File: config.mk
export PLATFORM = sky130hd
export DESIGN_NAME = counter_ctrl
export DESIGN_NICKNAME = d
export VERILOG_FILES = /design/src/rtl/counter_ctrl.sv
export SDC_FILE = /design/constraint.sdc
export NUM_CORES = 1
export LEC_CHECK = 0
export CAP_MARGIN = 30
export CORE_MARGIN = 5
export CORE_UTILIZATION = 40
export CTS_CLUSTER_DIAMETER = 120
export DETAILED_ROUTE_END_ITERATION = 16
export PLACE_DENSITY = 0.79
export REMOVE_ABC_BUFFERS = 1
export SLEW_MARGIN = 10
export SYNTH_ARGS = -nofsm -noshare
export SYNTH_HDL_FRONTEND = slang
export SYNTH_SLANG_ARGS = --single-unit
File: constraint.sdc
create_clock -name clk -period 1.4 [get_ports clk]
set_clock_uncertainty 0.05 [all_clocks]
set_input_delay 0.35 -clock clk [delete_from_list [all_inputs] [get_ports clk]]
set_output_delay 0.35 -clock clk [all_outputs]
set_load 0.005 [all_outputs]
File: src/rtl/counter_ctrl.sv
// Run/stop sequencer around an up-counter: one-shot or periodic terminal count, done strobe, saturating lap tally.
// Optional pause input when COUNTER_CTRL_PAUSE_EN is defined; all outputs registered.
module counter_ctrl #(
  parameter int CNT_W = 4,
  parameter int LAP_W = 8
) (
  input  logic             clk,
  input  logic             rst_n,
  input  logic             start,
  input  logic [CNT_W-1:0] period,
  input  logic             mode,
  input  logic             stop,
`ifdef COUNTER_CTRL_PAUSE_EN
  input  logic             pause,
`endif
  output logic [CNT_W-1:0] cnt,
  output logic             busy,
  output logic             done,
  output logic [LAP_W-1:0] laps
);

  typedef enum logic {IDLE = 1'b0, RUN = 1'b1} state_t;

  state_t           state_q, state_d;
  logic [CNT_W-1:0] cnt_q, cnt_d;
  logic [CNT_W-1:0] period_q, period_d;
  logic             mode_q, mode_d;
  logic [LAP_W-1:0] laps_q, laps_d;
  logic             done_q, done_d;
  logic             busy_q, busy_d;
  logic             pause_w;
  logic             accept;
  logic             at_term;

`ifdef COUNTER_CTRL_PAUSE_EN
  assign pause_w = pause;
`else
  assign pause_w = 1'b0;
`endif

  assign accept  = start && !stop;
  assign at_term = (cnt_q == period_q);

  always_ff @(posedge clk or negedge rst_n) begin
    if (!rst_n) state_q <= IDLE;
    else        state_q <= state_d;
  end

  always_comb begin
    state_d = state_q;
    case (state_q)
      IDLE: if (accept) state_d = RUN;
      RUN: begin
        if (stop)                              state_d = IDLE;
        else if (!pause_w && at_term && !mode_q) state_d = IDLE;
      end
      default: state_d = IDLE;
    endcase
  end

  always_comb begin
    cnt_d    = cnt_q;
    period_d = period_q;
    mode_d   = mode_q;
    laps_d   = laps_q;
    done_d   = 1'b0;
    busy_d   = (state_d == RUN);
    case (state_q)
      IDLE: begin
        if (accept) begin
          period_d = period;
          mode_d   = mode;
          cnt_d    = '0;
          laps_d   = '0;
        end
      end
      RUN: begin
        // Terminal count wins over increment so cnt never passes period_q.
        if (!stop && !pause_w) begin
          if (at_term) begin
            done_d = 1'b1;
            if (!(&laps_q)) laps_d = laps_q + LAP_W'(1);
            if (mode_q)     cnt_d  = '0;
          end else begin
            cnt_d = cnt_q + CNT_W'(1);
          end
        end
      end
      default: ;
    endcase
  end

  always_ff @(posedge clk or negedge rst_n) begin
    if (!rst_n) begin
      cnt_q    <= '0;
      period_q <= '0;
      mode_q   <= 1'b0;
      laps_q   <= '0;
      done_q   <= 1'b0;
      busy_q   <= 1'b0;
    end else begin
      cnt_q    <= cnt_d;
      period_q <= period_d;
      mode_q   <= mode_d;
      laps_q   <= laps_d;
      done_q   <= done_d;
      busy_q   <= busy_d;
    end
  end

  assign cnt  = cnt_q;
  assign busy = busy_q;
  assign done = done_q;
  assign laps = laps_q;

endmodule

==> impl_metrics.csv, run 1 <==
group,metric,value,unit
outcome,outcome,"finished with violations",
outcome,violations_in_the_final_reports,"negative setup slack",
power_and_ir_drop,worst_ir_drop_vdd,1140,µV
logic_synthesis,synth_most_common_cell,"sky130_fd_sc_hd__dfrtp_1",
finish,fillCellCount,175,
worst_setup_path,worstSetupEndpointType,"flip-flop",
cts,insertion_delay_of_the_later_clocked_pin_in_the_worst_skew_pair,0.30,ns
worst_setup_path,worst-endpoint-required,1.55,ns
global_routing,global_route_wire_length_before_repair,5220,µm
power_and_ir_drop,p_int,0.00153,W
logic_synthesis,synthAdderAreaFrac,2.31,%
timing,hold_ws,0.329,ns
power_and_ir_drop,power_share_of_the_sequential_group,33.3,%
cts,cts_buffers,3,
timing,layout_worst_path_cycle_share,119,%
power_and_ir_drop,power-per-cell-area,1210,nW/µm²
drt,detailedRoute.firstPassIterationCount,5,
floorplanning,num_io_pins,23,
worst_setup_path,criticalPathCategory,"reg -> reg",
finish,final_layout_size_suffix_gt1_share,56.9,%
drt,drc,0,
logic_synthesis,yosysWarnings,0,
place,routabilityCongestion,0.868,
cts,clock_tree.root_cell,"sky130_fd_sc_hd__clkbuf_4",
logic_synthesis,synth_compound_gate_area_share,21.3,%
logic_synthesis,yosys_register_bits,19,
cts,cts-hold-fix-buffers,0,
global_routing,grt_use_met2,34.0,%
logic_synthesis,synth-xor-area-share,4.73,%
global_routing,most_utilized_layer_in_the_global_route_result,"met2",
worst_setup_path,worst_r2r_path_depth,6,
drt,drt.antenna.violating_nets,0,
logic_synthesis,synth.yosys.seq_area_share,43.8,%
place,count_of_buffers_inserted_at_the_top_level_ports,22,
finish,multiInputGateArea,722,µm²
finish,design_area,1920,µm²
finish,antennaDiodeCount,0,
timing,slew_headroom,78.3,%
timing,final-max-slew-violation-count,0,
timing,maxClockFrequency,600,MHz
global_routing,via_count_of_the_first_global_routing_pass,1225,
timing,postLayoutSetupSlackWorst,-0.266,ns
logic_synthesis,synth_simple_gate_area_share,17.4,%
floorplanning,fp.dieArea,3850,µm²
timing,period_minus_slack,1.67,ns
finish,final-seq-area,477,µm²
worst_setup_path,critPathLaunchType,"flip-flop",
logic_synthesis,synth-async-reset-ratio,100,%
logic_synthesis,post_syn_instances,99,
power_and_ir_drop,netSwitchingPower,0.000781,W
logic_synthesis,synth_top_cells_by_count,"sky130_fd_sc_hd__dfrtp_1, sky130_fd_sc_hd__nand2_1, sky130_fd_sc_hd__mux2_2",
logic_synthesis,synthesis.area_per_instance,11.0,µm²
global_routing,track_usage,18.4,%
global_routing,grt_antenna_before_repair,0,
floorplanning,die_height,62.1,µm
power_and_ir_drop,sw_frac_of_total,33.7,%
timing,timing.final.setup_violations,18,
power_and_ir_drop,comb_power_share,54.5,%
power_and_ir_drop,p_clk_share,12.2,%
worst_setup_path,worst_ep_arrival_time,1.82,ns
cts,tritoncts,"built",
cts,cts_max_path_buffers,2,
drt,routed_via_density,5.74,
drt,dr.first_iter.drc_count,34,
logic_synthesis,mappedNetlistArea,1080,µm²
logic_synthesis,synth.distinct_cells,38,
hold_path,hold_class,"in -> async",
timing,rsz_0062_raised_after_global_routing,"true",
floorplanning,die_width,62.1,µm
cts,clk_slew_on_worst_s_h_paths,0.11,ns
finish,area_growth,77.0,%
timing,fin_tns_setup,-3.25,ns
global_routing,met1_track_demand_over_resource,20.6,%
timing,worst_slew_pin_slew,0.325,ns
logic_synthesis,synth_top_cell_area_share,43.8,%
floorplanning,initial_core_util,42.6,%
worst_setup_path,path_max_fanout,6,
logic_synthesis,synth_edf_count,0,
logic_synthesis,ys_dominant_reg_cell,"sky130_fd_sc_hd__dfrtp_1",
logic_synthesis,synth_top_family_by_area,"compound AO/OA/AOI/OAI gates",
logic_synthesis,synth_largest_area_cell,"sky130_fd_sc_hd__dfrtp_1",
floorplanning,core.rowCount,18,
floorplanning,design.core.area,2540,µm²
drt,detailroute.via_count,1171,
job,max-cap-violations,0,
global_routing,gr_layer_usage_met3,2.69,%
logic_synthesis,muxShareOfSynthArea,6.23,%
global_routing,grt_remaining_overflow,0,
cts,cts-htree-levels,1,
cts,numClockSinks,19,
place,dpl_cell_area,1510,µm²
drt,postRouteWirelength,3500,µm
power_and_ir_drop,static-leakage-power,0.903,nW
global_routing,pin_count_of_the_biggest_net_entering_global_routing,20,
finish,finalNetCount,186,
drt,per_cell_routed_wire_length,17.2,µm
timing,number_of_endpoints_with_negative_hold_slack_in_the_final_report,0,
place,detailed_place_hpwl,2040,µm
place,placement.setup.worst_slack,-0.396,ns
logic_synthesis,post_synth_main_area_contributors,"sky130_fd_sc_hd__dfrtp_1, sky130_fd_sc_hd__mux2_2, sky130_fd_sc_hd__a41oi_1",
## cells in the final DEF, fill, tap and decap left out, types with 2 or more instances in the layout
cell                               n
sky130_fd_sc_hd__a41oi_1           3
sky130_fd_sc_hd__a211oi_2          2
sky130_fd_sc_hd__inv_1             2
sky130_fd_sc_hd__nand3b_1          2
sky130_fd_sc_hd__clkbuf_2          2
sky130_fd_sc_hd__dlygate4sd2_1     4
sky130_fd_sc_hd__xnor2_2           3
sky130_fd_sc_hd__clkbuf_4          3
sky130_fd_sc_hd__a221o_1           2
sky130_fd_sc_hd__nand2_1           9
sky130_fd_sc_hd__dfrtp_1          18
sky130_fd_sc_hd__a21oi_1           4
sky130_fd_sc_hd__o311ai_2          2
sky130_fd_sc_hd__buf_6            17
sky130_fd_sc_hd__nor3b_1           2
sky130_fd_sc_hd__nand3_1           3
sky130_fd_sc_hd__mux2_4            6
sky130_fd_sc_hd__buf_4            42
sky130_fd_sc_hd__and3_1            4
sky130_fd_sc_hd__clkdlybuf4s50_1   8
sky130_fd_sc_hd__nor2_2            2
sky130_fd_sc_hd__a22o_2            2
sky130_fd_sc_hd__nor2_1            2
sky130_fd_sc_hd__nor2_4            2
## through the flow
step | cells | power, W | util [%]
after floorplan | 95 | 0.00109 | -
after global placement | 174 | 0.00148 | 59.4
after detailed placement | 174 | 0.00151 | 59.4
after CTS | 198 | 0.00201 | 69.3
after global routing | 204 | 0.00244 | 75.5
final | 204 | 0.00232 | 75.5
## power groups by stage
stage	combinational [W]	sequential (W)	clock, W
2_1_floorplan	0.000305	0.000787	0
3_5_place_dp	0.000761	0.000752	0
5_1_grt	0.00134	0.000780	0.000322
6_report	0.00126	0.000770	0.000283
3_3_place_gp	0.000738	0.000746	0
4_1_cts	0.000989	0.000739	0.000285
## flip-flops by register name, summed over array words and instances, names as in the netlist
| name | count |
|---|---|
| cnt | 4 |
| busy | 1 |
| mode_q | 1 |
| done | 1 |
| laps | 8 |
| period_q | 4 |
## cell type report
type | count | area share [%]
flip-flops and latches | 19 | 24.8
repair buffers | 75 | 33.7
well taps | 30 | 1.95
clock buffers | 4 | 1.37
multi-input cells | 73 | 37.6
inverters | 3 | 0.586
## final timing paths
check                                         from                 endpoint  slack [ns]
max                             cnt[1]$_DFFE_PN0P_      laps[5]$_DFFE_PN0P_       -0.27
min                                          rst_n      laps[6]$_DFFE_PN0P_        0.33
max reg2reg                     cnt[1]$_DFFE_PN0P_      laps[5]$_DFFE_PN0P_       -0.27
min reg2reg                period_q[2]$_DFFE_PN0P_  period_q[2]$_DFFE_PN0P_        0.54
max in group asynchronous                    rst_n           busy$_DFF_PN0_        0.75
min in group clk           period_q[2]$_DFFE_PN0P_  period_q[2]$_DFFE_PN0P_        0.54
## per-layer routing
layer,routed length (µm),vias to the layer above
met5,0,-
met1,1300,571
met4,121,0
met3,225,15
met2,1860,53
li1,-,532
## kinds of logic (layout without fill, tap and decap cells)
| kind of cell | Yosys count | after routing |
|---|---|---|
| and+or+nand+nor | 34 | 34 |
| AOI/OAI and AO/OA | 26 | 26 |
| DFF | 19 | 19 |
| buffers and inverters | 7 | 82 |
| muxes | 6 | 6 |
| xor gates and xnor gates | 5 | 5 |
| adders and majority gates | 2 | 2 |
## timing repair
| action | 4_1_cts | 5_1_grt |
|---|---|---|
| setup buffers | 20 | 7 |
| hold endpoints to repair | 0 | 0 |
| resized for setup | 59 | 28 |
| setup endpoints to repair | 32 | 25 |
| pin swaps | 8 | 4 |
## worst max-delay path: stages, from the launching register on
cell	delay [ns]
sky130_fd_sc_hd__dfrtp_1	0.41
sky130_fd_sc_hd__buf_6	0.13
sky130_fd_sc_hd__xnor2_4	0.13
sky130_fd_sc_hd__buf_4	0.13
sky130_fd_sc_hd__and4_4	0.26
sky130_fd_sc_hd__nand2_1	0.13
sky130_fd_sc_hd__o311ai_1	0.32
Note: power is estimated with default switching activity, not from simulation.
==> run 2: changes to the inputs <==
--- a/config.mk
+++ b/config.mk
@@ -10,7 +10,7 @@
 export CORE_UTILIZATION = 40
 export CTS_CLUSTER_DIAMETER = 120
 export DETAILED_ROUTE_END_ITERATION = 16
-export PLACE_DENSITY = 0.79
+export PLACE_DENSITY = 0.76
 export REMOVE_ABC_BUFFERS = 1
 export SLEW_MARGIN = 10
 export SYNTH_ARGS = -nofsm -noshare
==> constraint.sdc (replaced) <==
create_clock -name clk -period 1.55 [get_ports clk]
set_clock_uncertainty 0.05 [all_clocks]
set_input_delay 0.3875 -clock clk [delete_from_list [all_inputs] [get_ports clk]]
set_output_delay 0.3875 -clock clk [all_outputs]
set_load 0.005 [all_outputs]
==> run 2 against run 1 <==
  * Non-clock buffer count down 13
  * Register-to-register slack better by 0.14 ns
  * Critical path depth decreased by 1
  * Worst hold slack improved by 0.018 ns
  * First-iteration DRC count increased by 32%
  * Clock power down 7.8%
  * Core utilization decreased by 5.7 points
  * Final area down 7.6%
  * Via count down 6.9%
  * The flow still finishes with violations (negative setup slack)
  * Critical endpoint is now laps[7]$_DFFE_PN0P_
  * Clock-buffer cell count fell by 1
==> impl_metrics.csv, run 2 (synthesis results as in run 1) <==
group,metric,value,unit
global_routing,global_route_wire_length_before_repair,5110,µm
floorplanning,core.rowCount,18,
drt,detailroute.wirelength.met2,1780,µm
worst_setup_path,worst_r2r_path_depth,5,
cts,tritoncts,"built",
timing,fin_tns_setup,-0.652,ns
power_and_ir_drop,worst_ir_drop_vdd,849,µV
global_routing,grt_antenna_before_repair,0,
timing,number_of_endpoints_with_negative_hold_slack_in_the_final_report,0,
finish,layout.cells.most_common,"sky130_fd_sc_hd__buf_4",
drt,route.met3.wl,175,µm
finish,layout_common_cells,"sky130_fd_sc_hd__buf_4, sky130_fd_sc_hd__dfrtp_1, sky130_fd_sc_hd__nand2_1, sky130_fd_sc_hd__buf_6, sky130_fd_sc_hd__clkdlybuf4s50_1",
timing,timing.final.setup_violations,12,
drt,drt.antenna.violating_nets,0,
drt,detailedRoute.firstPassIterationCount,4,
global_routing,track_usage,18.4,%
floorplanning,design.core.area,2540,µm²
place,detailed_place_hpwl,2110,µm
place,dpl_cell_area,1480,µm²
worst_setup_path,rr_startpoint,"cnt[3]$_DFFE_PN0P_",
worst_setup_path,criticalPathCategory,"reg -> reg",
floorplanning,die_height,62.1,µm
drt,routed_via_density,5.71,
cts,clk_slew_on_worst_s_h_paths,0.11,ns
place,routabilityCongestion,0.771,
timing,final-max-slew-violation-count,0,
floorplanning,die_width,62.1,µm
drt,met1_routed_length,1190,µm
drt,uppermost_signal_routing_layer_after_detailed_routing,"met4",
worst_setup_path,worst_ep_arrival_time,1.83,ns
finish,antennaDiodeCount,0,
cts,cts_max_path_buffers,2,
finish,design_area,1780,µm²
timing,postLayoutSetupSlackWorst,-0.122,ns
power_and_ir_drop,static-leakage-power,0.842,nW
finish,area_growth,63.7,%
cts,cts_buffers,3,
timing,period_minus_slack,1.67,ns
floorplanning,fp.dieArea,3850,µm²
floorplanning,num_io_pins,23,
finish,fin_util,69.8,%
drt,postRouteWirelength,3180,µm
worst_setup_path,reg2reg_setup_slack,-0.12,ns
drt,detailroute.via_count,1090,
power_and_ir_drop,power-per-cell-area,1050,nW/µm²
timing,worst_slew_pin_slew,0.316,ns
outcome,outcome,"finished with violations",
finish,largest_register_ffs,8,
drt,drc,0,
timing,rsz_0062_raised_after_global_routing,"true",
place,count_of_buffers_inserted_at_the_top_level_ports,22,
timing,slew_headroom,78.7,%
power_and_ir_drop,total_power,0.00187,W
global_routing,via_count_of_the_first_global_routing_pass,1102,
drt,per_cell_routed_wire_length,16.7,µm
drt,dr.first_iter.drc_count,45,
global_routing,pin_count_of_the_biggest_net_entering_global_routing,20,
worst_setup_path,path_max_fanout,3,
cts,cts-hold-fix-buffers,0,
job,max-cap-violations,0,
timing,maxClockFrequency,598,MHz
place,placement.setup.worst_slack,-0.257,ns
floorplanning,initial_core_util,42.6,%
cts,numClockSinks,19,
worst_setup_path,worstSetupEndpointType,"flip-flop",
timing,layout_worst_path_cycle_share,108,%
worst_setup_path,critical_register_to_register_path_endpoint,"laps[7]$_DFFE_PN0P_",
cts,insertion_delay_of_the_later_clocked_pin_in_the_worst_skew_pair,0.31,ns
cts,clock_tree.root_cell,"sky130_fd_sc_hd__clkbuf_4",
worst_setup_path,worst-endpoint-required,1.70,ns
cts,cts-htree-levels,1,
hold_path,hold_class,"in -> async",
finish,finalNetCount,173,
finish,final_layout_size_suffix_gt1_share,50.9,%
outcome,violations_in_the_final_reports,"negative setup slack",
global_routing,grt_remaining_overflow,0,
worst_setup_path,critPathLaunchType,"flip-flop",
[run 2: cell count changes in the layout (fill, tap and decap cells not counted), moves of 2 or more]
| cell | delta |
|---|---|
| sky130_fd_sc_hd__buf_6 | -8 |
| sky130_fd_sc_hd__mux2_2 | +5 |
| sky130_fd_sc_hd__o311ai_2 | -2 |
| sky130_fd_sc_hd__mux2_4 | -5 |
| sky130_fd_sc_hd__dlygate4sd2_1 | +3 |
| sky130_fd_sc_hd__buf_4 | -9 |
| sky130_fd_sc_hd__clkbuf_2 | +3 |
[run 2: metal layers]
metal / up-vias / global-route usage (%)
li1: 508 / -
met1: 540 / 19.8
met2: 36 / 34.8
met3: 6 / 4.96
met4: 0 / 5.45
met5: - / 0
[run 2: critical path: stages, from the launching register on]
cell and delay (ns):
sky130_fd_sc_hd__dfrtp_1 0.40, sky130_fd_sc_hd__buf_6 0.12, sky130_fd_sc_hd__xnor2_2 0.16, sky130_fd_sc_hd__nand4_1 0.19, sky130_fd_sc_hd__o311a_1 0.39, sky130_fd_sc_hd__a221o_1 0.25
[run 2: layout make-up]
type | instances | area, µm²
clock buffer | 3 | 22.5
inverter | 3 | 11.3
clock inverter | 1 | 5.00
tap | 30 | 37.5
multi-input combinational | 73 | 707
sequential | 19 | 477
timing repair buffer | 62 | 515
fill | 206 | 769
[run 2: worst max path at each step]
stage	start	end	slack [ns]	cells past startpoint
6_report	cnt[3]$_DFFE_PN0P_	laps[7]$_DFFE_PN0P_	-0.12	5
5_1_grt	cnt[2]$_DFFE_PN0P_	cnt[2]$_DFFE_PN0P_	-0.24	7
4_1_cts	cnt[1]$_DFFE_PN0P_	laps[7]$_DFFE_PN0P_	-0.1	5
3_5_place_dp	stop	cnt[2]$_DFFE_PN0P_	-0.26	7
3_3_place_gp	stop	cnt[2]$_DFFE_PN0P_	-0.21	7
2_1_floorplan	cnt[0]$_DFFE_PN0P_	laps[7]$_DFFE_PN0P_	-0.24	4
[run 2: stage by stage]
| stage | std cells | hold slack [ns] |
|---|---|---|
| floorplan | 95 | 0.0419 |
| global placement | 170 | 0.469 |
| detailed placement | 170 | 0.469 |
| CTS | 187 | 0.343 |
| global route | 191 | 0.340 |
| finish | 191 | 0.347 |
[run 2: where the power goes]
group	internal, W	leakage, nW	switching (W)
clock network	0.0000965	0.0177	0.000165
registers	0.000589	0.247	0.0000950
logic	0.000534	0.577	0.000390
[run 2: timing repair]
item	4_1_cts	5_1_grt
endpoints found under the setup margin	26	19
setup buffers	13	5
gates resized for setup	37	22
pin swaps	6	8
==> run 3: changes to the inputs <==
--- a/config.mk
+++ b/config.mk
@@ -7,10 +7,10 @@
 export LEC_CHECK = 0
 export CAP_MARGIN = 30
 export CORE_MARGIN = 5
-export CORE_UTILIZATION = 40
+export CORE_UTILIZATION = 45
 export CTS_CLUSTER_DIAMETER = 120
 export DETAILED_ROUTE_END_ITERATION = 16
-export PLACE_DENSITY = 0.76
+export PLACE_DENSITY = 0.83
 export REMOVE_ABC_BUFFERS = 1
 export SLEW_MARGIN = 10
 export SYNTH_ARGS = -nofsm -noshare
==> run 3 against run 2 <==
  * The run still ends with negative setup slack left
  * Clock-buffer cell count increased by 1
  * Critical path depth grew 2
  * Sequential power grew 1%
  * Flip-flop and latch count is the same
  * Maximum frequency down 6.7%
  * Via count fell by 1.7%
  * Core utilization up 7.2 points
  * Critical path type unchanged
  * Critical endpoint is now laps[0]$_DFFE_PN0P_
  * Largest cell class unchanged
==> impl_metrics.csv, run 3 (synthesis results as in run 1) <==
group,metric,value,unit
cts,tritoncts,"built",
floorplanning,fp.dieArea,3490,µm²
timing,layout_worst_path_cycle_share,116,%
global_routing,grt_remaining_overflow,0,
place,routabilityCongestion,0.815,
worst_setup_path,critical_path_source,"cnt[1]$_DFFE_PN0P_",
cts,clock_tree.root_cell,"sky130_fd_sc_hd__clkbuf_4",
floorplanning,core.rowCount,17,
worst_setup_path,worstSetupEndpointType,"flip-flop",
floorplanning,die_height,59.1,µm
finish,multiInputGateArea,678,µm²
worst_setup_path,critical-path-top-delay-family,"buffers and inverters",
timing,slew_headroom,77.4,%
timing,postLayoutSetupSlackWorst,-0.242,ns
drt,dr.first_iter.drc_count,37,
timing,period_minus_slack,1.79,ns
finish,layout.cells.most_common,"sky130_fd_sc_hd__buf_4",
cts,numClockSinks,19,
cts,cts_buffers,3,
worst_setup_path,timing.critical_path.cells,"xnor2_2, nand4_1, buf_6, buf_4, buf_6, nor2_4, a221o_1",
cts,insertion_delay_of_the_later_clocked_pin_in_the_worst_skew_pair,0.30,ns
worst_setup_path,criticalPathCategory,"reg -> reg",
finish,antennaDiodeCount,0,
worst_setup_path,setup.worst_path.end,"laps[0]$_DFFE_PN0P_",
cts,cts-hold-fix-buffers,0,
worst_setup_path,timing.critical_path.slowest_stage_cell,"sky130_fd_sc_hd__dfrtp_2",
power_and_ir_drop,power-per-cell-area,1060,nW/µm²
worst_setup_path,reg2reg_setup_slack,-0.24,ns
place,placed_cells,166,
power_and_ir_drop,sw_frac_of_total,34.1,%
drt,routed_via_density,5.83,
drt,detailroute.via_count,1072,
timing,rsz_0062_raised_after_global_routing,"true",
drt,detailedRoute.firstPassIterationCount,4,
power_and_ir_drop,p_int,0.00121,W
timing,maxClockFrequency,558,MHz
outcome,outcome,"finished with violations",
global_routing,track_usage,18.4,%
floorplanning,initial_core_util,48.1,%
finish,fillCellCount,154,
timing,hold_ws,0.376,ns
timing,number_of_endpoints_with_negative_hold_slack_in_the_final_report,0,
drt,drt.antenna.violating_nets,0,
timing,final-max-slew-violation-count,0,
power_and_ir_drop,power_share_of_the_sequential_group,37.8,%
power_and_ir_drop,static-leakage-power,0.783,nW
cts,cts_max_path_buffers,2,
worst_setup_path,worst-endpoint-required,1.74,ns
place,count_of_buffers_inserted_at_the_top_level_ports,22,
global_routing,global_route_wire_length_before_repair,4960,µm
global_routing,via_count_of_the_first_global_routing_pass,1137,
drt,postRouteWirelength,3160,µm
worst_setup_path,worst_ep_arrival_time,1.99,ns
finish,finalNetCount,168,
worst_setup_path,worst_r2r_path_depth,7,
power_and_ir_drop,comb_power_share,48.0,%
outcome,violations_in_the_final_reports,"negative setup slack",
worst_setup_path,path_buf_inv,3,
worst_setup_path,crit_path_frequent_cell,"sky130_fd_sc_hd__buf_6",
power_and_ir_drop,p_clk_share,14.2,%
finish,area_growth,60.0,%
finish,final-seq-area,479,µm²
floorplanning,design.core.area,2250,µm²
worst_setup_path,critical-path-max-stage-delay,0.46,ns
finish,final_cells,184,
floorplanning,num_io_pins,23,
worst_setup_path,rr_startpoint,"cnt[1]$_DFFE_PN0P_",
timing,timing.final.setup_violations,13,
power_and_ir_drop,netSwitchingPower,0.000627,W
place,detailed_place_hpwl,2090,µm
global_routing,pin_count_of_the_biggest_net_entering_global_routing,20,
worst_setup_path,critical_register_to_register_path_endpoint,"laps[0]$_DFFE_PN0P_",
hold_path,hold_class,"in -> async",
drt,per_cell_routed_wire_length,17.2,µm
worst_setup_path,worst-path-stages,7,
finish,layout_common_cells,"sky130_fd_sc_hd__buf_4, sky130_fd_sc_hd__dfrtp_1, sky130_fd_sc_hd__buf_6, sky130_fd_sc_hd__nand2_1",
drt,drc,0,
cts,cts-htree-levels,1,
finish,final_layout_size_suffix_gt1_share,48.7,%
job,max-cap-violations,0,
finish,largest_register_ffs,8,
power_and_ir_drop,worst_ir_drop_vdd,796,µV
floorplanning,die_width,59.1,µm
worst_setup_path,critPathLaunchType,"flip-flop",
timing,worst_slew_pin_slew,0.339,ns
worst_setup_path,path_max_fanout,5,
global_routing,grt_antenna_before_repair,0,
cts,clk_slew_on_worst_s_h_paths,0.11,ns
==> run 3: changes by cell type in the layout (fill, tap and decap cells not counted), sizes merged <==
cell	delta
clkbuf	-3
dlygate4sd2	+1
buf	-4
clkinv	-1
clkdlybuf4s15	+2
==> run 3: final cells by class <==
cell class / instances / area share (%)
Inverter: 3 / 0.649
Tap cell: 28 / 2.02
Multi-Input combinational cell: 73 / 39.1
Timing Repair Buffer: 57 / 29.1
Clock buffer: 4 / 1.51
Sequential cell: 19 / 27.6
==> run 3: worst min path at each step <==
stage | endpoint | slack (ns) | start | cells past startpoint
floorplan | busy$_DFF_PN0_ | 0.04 | rst_n | 0
global placement | period_q[0]$_DFFE_PN0P_ | 0.47 | period_q[0]$_DFFE_PN0P_ | 1
detailed placement | period_q[0]$_DFFE_PN0P_ | 0.47 | period_q[0]$_DFFE_PN0P_ | 1
CTS | laps[7]$_DFFE_PN0P_ | 0.39 | rst_n | 2
global route | laps[3]$_DFFE_PN0P_ | 0.38 | rst_n | 2
finish | laps[3]$_DFFE_PN0P_ | 0.38 | rst_n | 2
==> run 3: metrics by stage <==
stage          area (µm²)  TNS, ns  utilization [%]  total power [W]  worst slack (ns)
3_5_place_dp         1460    -3.66             64.9          0.00136            -0.288
5_1_grt              1740    -3.28             77.0          0.00194            -0.314
6_report             1740    -2.50             77.0          0.00184            -0.242
4_1_cts              1630    -1.05             72.4          0.00168            -0.154
2_1_floorplan        1050   -0.952                -         0.000986            -0.238
3_3_place_gp         1460    -2.90             64.9          0.00133            -0.211
==> run 3: per-layer routing <==
layer  up-vias  GRT usage (%)  share of wire (%)
li1        498              -                  -
met1       532           21.2                 41
met2        38           34.5                 53
met3         4           2.61                5.8
met4         0           5.50               0.73
met5         -              0                  0
==> run 3: worst reg2reg max path, cell delays in order (launching register included) <==
cell	delay (ns)
sky130_fd_sc_hd__dfrtp_2	0.46
sky130_fd_sc_hd__xnor2_2	0.18
sky130_fd_sc_hd__nand4_1	0.27
sky130_fd_sc_hd__buf_6	0.23
sky130_fd_sc_hd__buf_4	0.14
sky130_fd_sc_hd__buf_6	0.11
sky130_fd_sc_hd__nor2_4	0.14
sky130_fd_sc_hd__a221o_1	0.16
==> run 3: power groups by stage <==
| stage | registers (W) | clock network [W] | logic, W |
|---|---|---|---|
| after global placement | 0.000679 | 0 | 0.000653 |
| after floorplan | 0.000710 | 0 | 0.000276 |
| final | 0.000694 | 0.000261 | 0.000883 |
| after CTS | 0.000669 | 0.000263 | 0.000747 |
| after global routing | 0.000707 | 0.000289 | 0.000946 |
| after detailed placement | 0.000687 | 0 | 0.000676 |
==> run 3: repair_timing <==
item	CTS	global route
endpoints found under the setup margin	27	18
resized for setup	40	22
pin swaps	12	9
buffers inserted	11	7
